`config.mk`:
```
export PLATFORM = sky130hd
export DESIGN_NAME = wb_lsu_flat
export DESIGN_NICKNAME = d
export VERILOG_FILES = /design/src/rtl/wb_lsu_pkg.sv /design/src/rtl/wb_lsu_if.sv /design/src/rtl/wb_lsu_align.sv /design/src/rtl/wb_lsu.sv /design/src/flat_wrapper.sv
export SDC_FILE = /design/constraint.sdc
export NUM_CORES = 1
export LEC_CHECK = 0
export ABC_CLOCK_PERIOD_IN_PS = 2550
export BUFFER_PORTS_ARGS = -buffer_cell sky130_fd_sc_hd__buf_2
export CORE_AREA = 10 10 114 116
export CTS_BUF_LIST = sky130_fd_sc_hd__clkbuf_2 sky130_fd_sc_hd__clkbuf_4 sky130_fd_sc_hd__clkbuf_8
export CTS_CLUSTER_DIAMETER = 60
export DETAILED_ROUTE_END_ITERATION = 16
export DIE_AREA = 0 0 124 126
export GPL_TIMING_DRIVEN = 0
export PLACE_DENSITY = 0.81
export REMOVE_ABC_BUFFERS = 1
export SETUP_SLACK_MARGIN = 0.05
export SYNTH_ARGS = -nofsm -noshare
export SYNTH_HDL_FRONTEND = slang
export SYNTH_HIERARCHICAL = 1
export SYNTH_SLANG_ARGS = --single-unit
```
`constraint.sdc`:
```
create_clock -name clk_i -period 2.55 [get_ports clk_i]
set_input_delay 0.51 -clock clk_i [delete_from_list [all_inputs] [get_ports clk_i]]
set_output_delay 0.51 -clock clk_i [all_outputs]
set_load 0.02 [all_outputs]
```
`src/rtl/wb_lsu_pkg.sv`:
```
// Shared encodings for the Wishbone load/store unit: access sizes, FSM states,
// default ack timeout and the alignment rule.
package wb_lsu_pkg;

  localparam logic [1:0] SIZE_BYTE = 2'b00;
  localparam logic [1:0] SIZE_HALF = 2'b01;
  localparam logic [1:0] SIZE_WORD = 2'b10;

  localparam logic [1:0] ST_IDLE = 2'd0;
  localparam logic [1:0] ST_BUS  = 2'd1;
  localparam logic [1:0] ST_DATA = 2'd2;
  localparam logic [1:0] ST_DONE = 2'd3;

  localparam int DEFAULT_TIMEOUT = 255;

  // Size 2'b11 is not a legal access and is reported like a misaligned one.
  function automatic logic is_misaligned(input logic [1:0] size, input logic [1:0] addr_lo);
    logic bad;
    case (size)
      SIZE_BYTE: bad = 1'b0;
      SIZE_HALF: bad = addr_lo[0];
      SIZE_WORD: bad = (addr_lo != 2'b00);
      default:   bad = 1'b1;
    endcase
    return bad;
  endfunction

endpackage

```
`src/rtl/wb_lsu_if.sv`:
```
// Pipelined Wishbone master bus as seen by the load/store unit.
interface wb_lsu_if #(
  parameter int addr_width = 16
);
  logic [addr_width-1:0] wb_addr_o;
  logic [31:0]           wb_data_o;
  logic [31:0]           wb_data_i;
  logic                  wb_we_o;
  logic                  wb_cyc_o;
  logic                  wb_stb_o;
  logic [3:0]            wb_sel_o;
  logic                  wb_ack_i;
  logic                  wb_stall_i;

  // Handshake: a cycle transfers while stb=1 and stall=0; completion is ack=1
  // while stb=1, and an ack seen with stb=0 is ignored by the master.
  modport master (
    output wb_addr_o, wb_data_o, wb_we_o, wb_cyc_o, wb_stb_o, wb_sel_o,
    input  wb_data_i, wb_ack_i, wb_stall_i
  );

  modport slave (
    input  wb_addr_o, wb_data_o, wb_we_o, wb_cyc_o, wb_stb_o, wb_sel_o,
    output wb_data_i, wb_ack_i, wb_stall_i
  );
endinterface

```
`src/rtl/wb_lsu_align.sv`:
```
// Byte-lane logic: select mask and store replication for the outgoing request,
// lane extraction and sign/zero extension for the returning load data.
module wb_lsu_align
  import wb_lsu_pkg::*;
(
  input  logic [1:0]  st_size,
  input  logic [1:0]  st_addr_lo,
  input  logic [31:0] st_wdata,
  output logic [3:0]  sel,
  output logic [31:0] wdata_rep,
  input  logic [1:0]  ld_size,
  input  logic [1:0]  ld_addr_lo,
  input  logic        ld_unsigned,
  input  logic [31:0] ld_rdata,
  output logic [31:0] ld_data
);
  logic [7:0]  ld_byte;
  logic [15:0] ld_half;

  always_comb begin
    sel       = 4'b0000;
    wdata_rep = st_wdata;
    case (st_size)
      SIZE_BYTE: begin
        sel       = 4'b0001 << st_addr_lo;
        wdata_rep = {4{st_wdata[7:0]}};
      end
      SIZE_HALF: begin
        sel       = st_addr_lo[1] ? 4'b1100 : 4'b0011;
        wdata_rep = {2{st_wdata[15:0]}};
      end
      SIZE_WORD: sel = 4'b1111;
      default:   sel = 4'b0000;
    endcase
  end

  always_comb begin
    case (ld_addr_lo)
      2'd0:    ld_byte = ld_rdata[7:0];
      2'd1:    ld_byte = ld_rdata[15:8];
      2'd2:    ld_byte = ld_rdata[23:16];
      default: ld_byte = ld_rdata[31:24];
    endcase
    ld_half = ld_addr_lo[1] ? ld_rdata[31:16] : ld_rdata[15:0];
    ld_data = ld_rdata;
    case (ld_size)
      SIZE_BYTE: ld_data = ld_unsigned ? {24'h0, ld_byte} : {{24{ld_byte[7]}}, ld_byte};
      SIZE_HALF: ld_data = ld_unsigned ? {16'h0, ld_half} : {{16{ld_half[15]}}, ld_half};
      default:   ld_data = ld_rdata;
    endcase
  end
endmodule

```
`src/rtl/wb_lsu.sv`:
```
// Single-outstanding load/store unit: turns one CPU request into one Wishbone
// pipelined cycle and returns a one-cycle completion pulse.
module wb_lsu
  import wb_lsu_pkg::*;
#(
  parameter int addr_width  = 16,
  parameter int rdata_delay = 1,
  parameter int timeout     = DEFAULT_TIMEOUT
) (
  input  logic        clk_i,
  input  logic        rst_n_i,
  input  logic        req_valid_i,
  output logic        req_ready_o,
  input  logic        req_we_i,
  input  logic [31:0] req_addr_i,
  input  logic [1:0]  req_size_i,
  input  logic        req_unsigned_i,
  input  logic [31:0] req_wdata_i,
  output logic        rsp_valid_o,
  output logic [31:0] rsp_rdata_o,
  output logic        rsp_err_o,
  output logic [1:0]  dbg_state_o,
  wb_lsu_if.master    wb
);
  localparam int CNT_W = $clog2(timeout + 1);

  logic [1:0]            state;
  logic [CNT_W-1:0]      bus_cnt;
  logic [1:0]            addr_lo_q;
  logic [1:0]            size_q;
  logic                  unsigned_q;
  logic                  we_q;
  logic [addr_width-1:0] wb_addr_q;
  logic [3:0]            sel_q;
  logic [31:0]           wdata_q;
  logic [31:0]           rdata_q;
  logic                  err_q;
  logic [3:0]            sel_c;
  logic [31:0]           wdata_c;
  logic [31:0]           ld_data_c;
  logic                  unused_addr_hi;

  assign unused_addr_hi = ^req_addr_i[31:addr_width+2];

  wb_lsu_align u_align (
    .st_size     (req_size_i),
    .st_addr_lo  (req_addr_i[1:0]),
    .st_wdata    (req_wdata_i),
    .sel         (sel_c),
    .wdata_rep   (wdata_c),
    .ld_size     (size_q),
    .ld_addr_lo  (addr_lo_q),
    .ld_unsigned (unsigned_q),
    .ld_rdata    (wb.wb_data_i),
    .ld_data     (ld_data_c)
  );

  always_ff @(posedge clk_i) begin
    if (!rst_n_i) begin
      state      <= ST_IDLE;
      bus_cnt    <= '0;
      addr_lo_q  <= 2'b00;
      size_q     <= 2'b00;
      unsigned_q <= 1'b0;
      we_q       <= 1'b0;
      wb_addr_q  <= '0;
      sel_q      <= 4'b0000;
      wdata_q    <= 32'h0;
      rdata_q    <= 32'h0;
      err_q      <= 1'b0;
    end else begin
      case (state)
        ST_IDLE: if (req_valid_i) begin
          addr_lo_q  <= req_addr_i[1:0];
          size_q     <= req_size_i;
          unsigned_q <= req_unsigned_i;
          we_q       <= req_we_i;
          bus_cnt    <= '0;
          if (is_misaligned(req_size_i, req_addr_i[1:0])) begin
            state   <= ST_DONE;
            err_q   <= 1'b1;
            rdata_q <= 32'h0;
          end else begin
            state     <= ST_BUS;
            wb_addr_q <= req_addr_i[addr_width+1:2];
            sel_q     <= sel_c;
            wdata_q   <= wdata_c;
          end
        end
        // stb is high for the whole of BUS, so any ack here is an accepted one.
        ST_BUS: if (wb.wb_ack_i) begin
          if (we_q) begin
            state   <= ST_DONE;
            err_q   <= 1'b0;
            rdata_q <= 32'h0;
          end else if (rdata_delay == 0) begin
            state   <= ST_DONE;
            err_q   <= 1'b0;
            rdata_q <= ld_data_c;
          end else begin
            state <= ST_DATA;
          end
        end else if (bus_cnt == CNT_W'(timeout - 1)) begin
          state   <= ST_DONE;
          err_q   <= 1'b1;
          rdata_q <= 32'h0;
        end else begin
          bus_cnt <= bus_cnt + 1'b1;
        end
        ST_DATA: begin
          state   <= ST_DONE;
          err_q   <= 1'b0;
          rdata_q <= ld_data_c;
        end
        default: state <= ST_IDLE;
      endcase
    end
  end

  assign req_ready_o  = (state == ST_IDLE);
  assign rsp_valid_o  = (state == ST_DONE);
  assign rsp_rdata_o  = rdata_q;
  assign rsp_err_o    = err_q;
  assign dbg_state_o  = state;

  assign wb.wb_addr_o = wb_addr_q;
  assign wb.wb_data_o = wdata_q;
  assign wb.wb_we_o   = we_q;
  assign wb.wb_sel_o  = sel_q;
  assign wb.wb_cyc_o  = (state == ST_BUS) || (state == ST_DATA);
  assign wb.wb_stb_o  = (state == ST_BUS);
endmodule

```
`src/flat_wrapper.sv`:
```
// flat-port wrapper written by rule: the top's interface ports become plain ports
module wb_lsu_flat import wb_lsu_pkg::*;
#(
  parameter int addr_width  = 16,
  parameter int rdata_delay = 1,
  parameter int timeout     = DEFAULT_TIMEOUT
)
  (clk_i, rst_n_i, req_valid_i, req_ready_o, req_we_i, req_addr_i, req_size_i, req_unsigned_i, req_wdata_i, rsp_valid_o, rsp_rdata_o, rsp_err_o, dbg_state_o, wb_wb_addr_o, wb_wb_data_o, wb_wb_we_o, wb_wb_cyc_o, wb_wb_stb_o, wb_wb_sel_o, wb_wb_data_i, wb_wb_ack_i, wb_wb_stall_i);
  wb_lsu_if #(.addr_width(addr_width)) wb_i ();
  input  logic clk_i;
  input  logic rst_n_i;
  input  logic req_valid_i;
  output logic req_ready_o;
  input  logic req_we_i;
  input  logic [31:0] req_addr_i;
  input  logic [1:0] req_size_i;
  input  logic req_unsigned_i;
  input  logic [31:0] req_wdata_i;
  output logic rsp_valid_o;
  output logic [31:0] rsp_rdata_o;
  output logic rsp_err_o;
  output logic [1:0] dbg_state_o;
  output wire logic [$bits(wb_i.wb_addr_o)-1:0] wb_wb_addr_o;
  output wire logic [$bits(wb_i.wb_data_o)-1:0] wb_wb_data_o;
  output wire logic [$bits(wb_i.wb_we_o)-1:0] wb_wb_we_o;
  output wire logic [$bits(wb_i.wb_cyc_o)-1:0] wb_wb_cyc_o;
  output wire logic [$bits(wb_i.wb_stb_o)-1:0] wb_wb_stb_o;
  output wire logic [$bits(wb_i.wb_sel_o)-1:0] wb_wb_sel_o;
  input wire logic [$bits(wb_i.wb_data_i)-1:0] wb_wb_data_i;
  input wire logic [$bits(wb_i.wb_ack_i)-1:0] wb_wb_ack_i;
  input wire logic [$bits(wb_i.wb_stall_i)-1:0] wb_wb_stall_i;
  assign wb_wb_addr_o = wb_i.wb_addr_o;
  assign wb_wb_data_o = wb_i.wb_data_o;
  assign wb_wb_we_o = wb_i.wb_we_o;
  assign wb_wb_cyc_o = wb_i.wb_cyc_o;
  assign wb_wb_stb_o = wb_i.wb_stb_o;
  assign wb_wb_sel_o = wb_i.wb_sel_o;
  assign wb_i.wb_data_i = wb_wb_data_i;
  assign wb_i.wb_ack_i = wb_wb_ack_i;
  assign wb_i.wb_stall_i = wb_wb_stall_i;
  wb_lsu #(.addr_width(addr_width), .rdata_delay(rdata_delay), .timeout(timeout)) u_core (.clk_i(clk_i), .rst_n_i(rst_n_i), .req_valid_i(req_valid_i), .req_ready_o(req_ready_o), .req_we_i(req_we_i), .req_addr_i(req_addr_i), .req_size_i(req_size_i), .req_unsigned_i(req_unsigned_i), .req_wdata_i(req_wdata_i), .rsp_valid_o(rsp_valid_o), .rsp_rdata_o(rsp_rdata_o), .rsp_err_o(rsp_err_o), .dbg_state_o(dbg_state_o), .wb(wb_i));
endmodule
```
==> impl_metrics.env, run 1 <==
export IMPL_status="completed"
export IMPL_async_flop_share=0
export IMPL_numCtsBuffers=9
export IMPL_p_sw_frac=0.390
export IMPL_clock_sinks=101
export IMPL_dp_hpwl_um=11100
export IMPL_vias=5292
export IMPL_holdBufCountCts=0
export IMPL_grt_ovfl_total=0
export IMPL_dr_first_iter_drc_count=579
export IMPL_r2r_setup_slack_ps=230
export IMPL_layout_commonest_cell="buf_2"
export IMPL_final_cell_mix="180 x buf_2, 166 x nand2_1, 110 x a21oi_1"
export IMPL_ir_drop_mv=0.355
export IMPL_finalClockSkew_ps=4.62
export IMPL_fillCellCount=1020
export IMPL_synthCells=671
export IMPL_rows=38
export IMPL_area_growth_pct=21.2
export IMPL_chipHeight_um=126
export IMPL_cts_clk_slew_worst_paths_ps=100
export IMPL_worst_path_max_fanout=16
export IMPL_grt_pass1_vias=5041
export IMPL_worstSetupEndpointType="flop"
export IMPL_hold_viol=0
export IMPL_post_place_ws_ps=-768
export IMPL_start_util=0.501
export IMPL_layout_drive_gt1_share=0.294
export IMPL_die_w_um=124
export IMPL_powerDensity_nw_per_um2=826
export IMPL_hold_path_class="in2reg"
export IMPL_synth_seq_cells=101
export IMPL_r2r_start="u_core/dbg_state_o[0]$_SDFFE_PN0P_"
export IMPL_clock_latency_ps=360
export IMPL_utilization=0.608
export IMPL_grt_pass1_wl_um=25200
export IMPL_drt_first_pass_iters=5
export IMPL_post_route_period_util=0.911
export IMPL_fin_setup_tns_ps=0
export IMPL_power_frac_seq=0.360
export IMPL_yosysUniqueCellTypes=48
export IMPL_finalCriticalPeriod_ps=2320
export IMPL_yosysWarningCount=6
export IMPL_drc=0
export IMPL_crit_start="u_core/dbg_state_o[0]$_SDFFE_PN0P_"
export IMPL_p_sw_mw=2.09
export IMPL_rsz0062_at_grt="true"
export IMPL_combPwrFrac=0.413
export IMPL_required_ps=2840
export IMPL_gr_usage_all_layers=0.197
export IMPL_setup_viol=0
export IMPL_max_freq_ghz=0.430
export IMPL_diodes=0
export IMPL_antenna_left=0
export IMPL_p_int_mw=3.28
export IMPL_crit_path_start_kind="flop"
export IMPL_coreArea_um2=10700
export IMPL_grt_max_degree=71
export IMPL_cap_violations=0
export IMPL_synth_edf_count=0
export IMPL_via_per_inst=5.56
export IMPL_yosysSeqAreaShare=0.377
export IMPL_place_congestion=0.817
export IMPL_syn_area_um2=5360
export IMPL_setup_ws_ps=226
export IMPL_dieArea_um2=15600
export IMPL_path_class="reg2reg"
export IMPL_final_max_slew_viol_count=0
export IMPL_crit_arrival_ps=2620
export IMPL_yosys_most_used_dff="dfxtp_1"
export IMPL_cts_buffer_depth=2
export IMPL_h_tree_depth=3
export IMPL_hold_ws_ps=372
export IMPL_worst_pin_slew_ps=1260
export IMPL_cts_tree="built"
export IMPL_io_pins=197
export IMPL_root_buffer="clkbuf_8"
export IMPL_p_leak_nw=2.84
export IMPL_slew_headroom=0.162
export IMPL_multi_input_area_um2=3050
export IMPL_io_buffer_count=181
export IMPL_pwr_share_clk=0.227
export IMPL_wirelength_um=16300
export IMPL_wl_per_cell_um=17.1
export IMPL_antenna_found_initial=0
export IMPL_hold_start="req_addr_i[8]"
export IMPL_nets=918
export IMPL_avgSynthCellArea_um2=7.99
export IMPL_ff_latch_area_um2=2020
-- logic make-up after synthesis --
logic type | Yosys count | synth area share
buffers and inverters | 71 | 0.0686
and+or+nand+nor | 257 | 0.216
AOI/OAI and AO/OA | 158 | 0.173
muxes | 78 | 0.151
DFF | 101 | 0.377
adders and majority gates | 6 | 0.0140
-- state kept, by name (all words and copies together) (netlist names) --
name,count
u_core/wb.wb_data_o,32
u_core/dbg_state_o,2
u_core/wb.wb_sel_o,4
u_core/addr_lo_q,2
u_core/size_q,2
u_core/rsp_rdata_o,32
u_core/wb.wb_addr_o,16
u_core/bus_cnt,8
u_core/wb.wb_we_o,1
u_core/unsigned_q,1
u_core/rsp_err_o,1
-- area by class of cell --
cell class	instances	share of cell area
tap	140	0.0269
clock buffer	10	0.0202
clock inverter	6	0.0171
multi-input combinational	501	0.469
sequential	101	0.311
inverter	9	0.00597
timing repair buffer	185	0.149
-- metrics by stage --
step                instances  total power [mW]  cell area, µm²
floorplan                 609              3.39            5030
finish                    952              5.37            6500
detailed placement        931              4.05            6150
global placement          930              4.01            6110
CTS                       949              5.33            6440
global route              952              5.69            6500
-- power by group through the flow --
stage / clock, mW / combinational (mW) / sequential (mW)
floorplan: 0 / 1.24 / 2.15
global placement: 0 / 2.05 / 1.96
detailed placement: 0 / 2.09 / 1.96
CTS: 1.25 / 2.15 / 1.93
global route: 1.31 / 2.41 / 1.96
finish: 1.22 / 2.22 / 1.93
-- per-layer routing --
metal | GRT usage | up-vias | wire, µm
met5 | 0 | - | 0
met4 | 0.0799 | 0 | 406
met3 | 0.0947 | 38 | 2330
met2 | 0.304 | 246 | 7240
met1 | 0.229 | 2424 | 6320
li1 | - | 2584 | -
-- worst paths after layout --
kind / endpoint / depth (start not counted)
worst max-delay path: u_core/rsp_rdata_o[8]$_SDFFE_PN0P_ / 6
worst min-delay path: u_core/wb.wb_addr_o[6]$_SDFFE_PN0P_ / 3
worst max register to register: u_core/rsp_rdata_o[8]$_SDFFE_PN0P_ / 6
worst min register to register: u_core/wb.wb_data_o[3]$_SDFFE_PN0P_ / 2
-- cell usage after synthesis, types with 2 or more instances --
library cell | count | share of area
nand2_1 | 166 | 0.12
or4_1 | 3 | 0.0042
or3_1 | 3 | 0.0035
o22a_1 | 7 | 0.011
buf_4 | 13 | 0.018
a21o_1 | 4 | 0.0056
nor2b_1 | 21 | 0.024
o31ai_1 | 3 | 0.0042
nand3_1 | 43 | 0.040
mux2_4 | 2 | 0.0056
mux2_2 | 17 | 0.036
mux2i_1 | 59 | 0.11
nand4b_1 | 2 | 0.0033
dfxtp_1 | 101 | 0.38
clkbuf_1 | 26 | 0.018
nor2_1 | 4 | 0.0028
o21ai_0 | 13 | 0.012
buf_2 | 18 | 0.017
nand2b_1 | 3 | 0.0035
inv_1 | 8 | 0.0056
buf_6 | 4 | 0.0084
o41ai_1 | 2 | 0.0033
ha_1 | 6 | 0.014
or2_2 | 3 | 0.0035
o221ai_1 | 8 | 0.013
a21oi_1 | 110 | 0.10
-- repair_timing --
action / in CTS / in global routing
resized for setup: 6 / 3
setup buffers: 0 / 3
setup endpoints to repair: 94 / 85
pin swaps: 0 / 1
cloned: 2 / 0
-- worst max-delay path, cell delays in order, from the launching register on --
cell and delay (ps):
dfxtp_1 410, inv_1 80, ha_1 380, nor2b_1 280, a311oi_4 480, nand3_4 350
mux2i_1 260
(Power assumes the default switching activity.)
==> inputs of run 2 (changes only) <==
- CORE_AREA: 10 10 114 116 -> 10 10 126 105
- DIE_AREA: 0 0 124 126 -> 0 0 136 115
==> impl_metrics.env, run 2 (synthesis gave the netlist of run 1 again) <==
export IMPL_start_util=0.502
export IMPL_dieArea_um2=15600
export IMPL_required_ps=2800
export IMPL_r2r_setup_slack_ps=250
export IMPL_final_cell_mix="180 x buf_2, 166 x nand2_1, 110 x a21oi_1"
export IMPL_antenna_left=0
export IMPL_p_total_mw=5.10
export IMPL_finalClockSkew_ps=9.07
export IMPL_hold_start="req_addr_i[10]"
export IMPL_drc=0
export IMPL_max_freq_ghz=0.435
export IMPL_worstSetupEndpointType="flop"
export IMPL_wirelength_um=15900
export IMPL_fin_setup_tns_ps=0
export IMPL_clock_sinks=101
export IMPL_p_leak_nw=2.80
export IMPL_powerDensity_nw_per_um2=795
export IMPL_gr_usage_all_layers=0.199
export IMPL_r2r_start="u_core/dbg_state_o[0]$_SDFFE_PN0P_"
export IMPL_coreArea_um2=10700
export IMPL_crit_path_start_kind="flop"
export IMPL_drt_first_pass_iters=5
export IMPL_post_place_ws_ps=-782
export IMPL_diodes=0
export IMPL_cts_buffer_depth=2
export IMPL_rr_worst_depth=6
export IMPL_place_congestion=0.823
export IMPL_slew_headroom=0.179
export IMPL_hold_path_class="in2reg"
export IMPL_io_pins=197
export IMPL_cap_violations=0
export IMPL_post_route_period_util=0.901
export IMPL_cts_clk_slew_worst_paths_ps=90
export IMPL_hold_ws_ps=360
export IMPL_path_class="reg2reg"
export IMPL_setup_viol=0
export IMPL_dp_cells=935
export IMPL_grt_ovfl_total=0
export IMPL_root_buffer="clkbuf_8"
export IMPL_numCtsBuffers=9
export IMPL_io_buffer_count=181
export IMPL_die_w_um=136
export IMPL_grt_pass1_wl_um=25400
export IMPL_worst_pin_slew_ps=1230
export IMPL_grt_max_degree=71
export IMPL_dp_hpwl_um=11000
export IMPL_r2r_end="u_core/rsp_rdata_o[28]$_SDFFE_PN0P_"
export IMPL_rsz0062_at_grt="false"
export IMPL_final_max_slew_viol_count=0
export IMPL_status="completed"
export IMPL_vias=5230
export IMPL_cts_tree="built"
export IMPL_wl_per_cell_um=16.7
export IMPL_via_per_inst=5.48
export IMPL_h_tree_depth=3
export IMPL_hold_viol=0
export IMPL_chipHeight_um=115
export IMPL_antenna_found_initial=1
export IMPL_place_area_um2=6150
export IMPL_whs_path_depth=3
export IMPL_rows=34
export IMPL_worst_path_max_fanout=16
export IMPL_finalCriticalPeriod_ps=2300
export IMPL_dr_first_iter_drc_count=372
export IMPL_nets=916
export IMPL_area_growth_pct=19.6
export IMPL_ir_drop_mv=0.376
export IMPL_layout_commonest_cell="buf_2"
export IMPL_layout_drive_gt1_share=0.294
export IMPL_crit_arrival_ps=2550
export IMPL_clock_latency_ps=380
export IMPL_min_to="u_core/wb.wb_addr_o[8]$_SDFFE_PN0P_"
export IMPL_grt_pass1_vias=5035
export IMPL_fin_area_um2=6410
export IMPL_finalNonFillerCells=954
export IMPL_utilization=0.601
export IMPL_setup_ws_ps=253
## run 2: worst max path at each step
stage	from	end	slack, ps	cells past startpoint
3_3_place_gp	rst_n_i	u_core/dbg_state_o[1]$_SDFFE_PN0P_	-1690	4
3_5_place_dp	rst_n_i	u_core/dbg_state_o[1]$_SDFFE_PN0P_	-780	4
6_report	u_core/dbg_state_o[0]$_SDFFE_PN0P_	u_core/rsp_rdata_o[28]$_SDFFE_PN0P_	250	6
2_1_floorplan	u_core/dbg_state_o[0]$_SDFFE_PN0P_	u_core/wb.wb_addr_o[0]$_SDFFE_PN0P_	-190	6
5_1_grt	u_core/dbg_state_o[1]$_SDFFE_PN0P_	u_core/rsp_rdata_o[1]$_SDFFE_PN0P_	70	6
4_1_cts	u_core/dbg_state_o[0]$_SDFFE_PN0P_	u_core/rsp_rdata_o[15]$_SDFFE_PN0P_	80	6
## run 2: power by group
part | leakage (nW) | internal (mW) | switching (mW)
clock | 0.0939 | 0.416 | 0.558
sequential | 0.821 | 1.77 | 0.163
combinational | 1.89 | 0.836 | 1.36
## run 2: worst max-delay path, stage by stage (launching register included)
cell	delay [ps]
dfxtp_1	410
inv_1	90
ha_1	380
nor2b_1	280
a311oi_4	450
nand3_4	350
mux2i_1	210
## run 2: cell type report
| type | count | area, µm² |
|---|---|---|
| timing repair buffer | 184 | 956 |
| fill | 967 | 4260 |
| tap | 144 | 180 |
| multi-input combinational | 500 | 3030 |
| clock inverter | 3 | 21.3 |
| inverter | 9 | 38.8 |
| clock buffer | 13 | 160 |
| sequential | 101 | 2020 |
## run 2: layer usage
| layer | GRT usage | share of wire | wire length, µm |
|---|---|---|---|
| met1 | 0.232 | 0.40 | 6390 |
| met2 | 0.315 | 0.44 | 7060 |
| met3 | 0.104 | 0.14 | 2260 |
| met4 | 0.0560 | 0.013 | 201 |
| met5 | 0 | 0 | 0 |
## run 2: timing repair
item / in CTS / in global routing
hold buffers: 0 / 0
endpoints found under the setup margin: 94 / 80
setup buffers: 1 / 1
gates cloned: 1 / 0
pin swaps: 1 / 1
gates resized for setup: 5 / 5
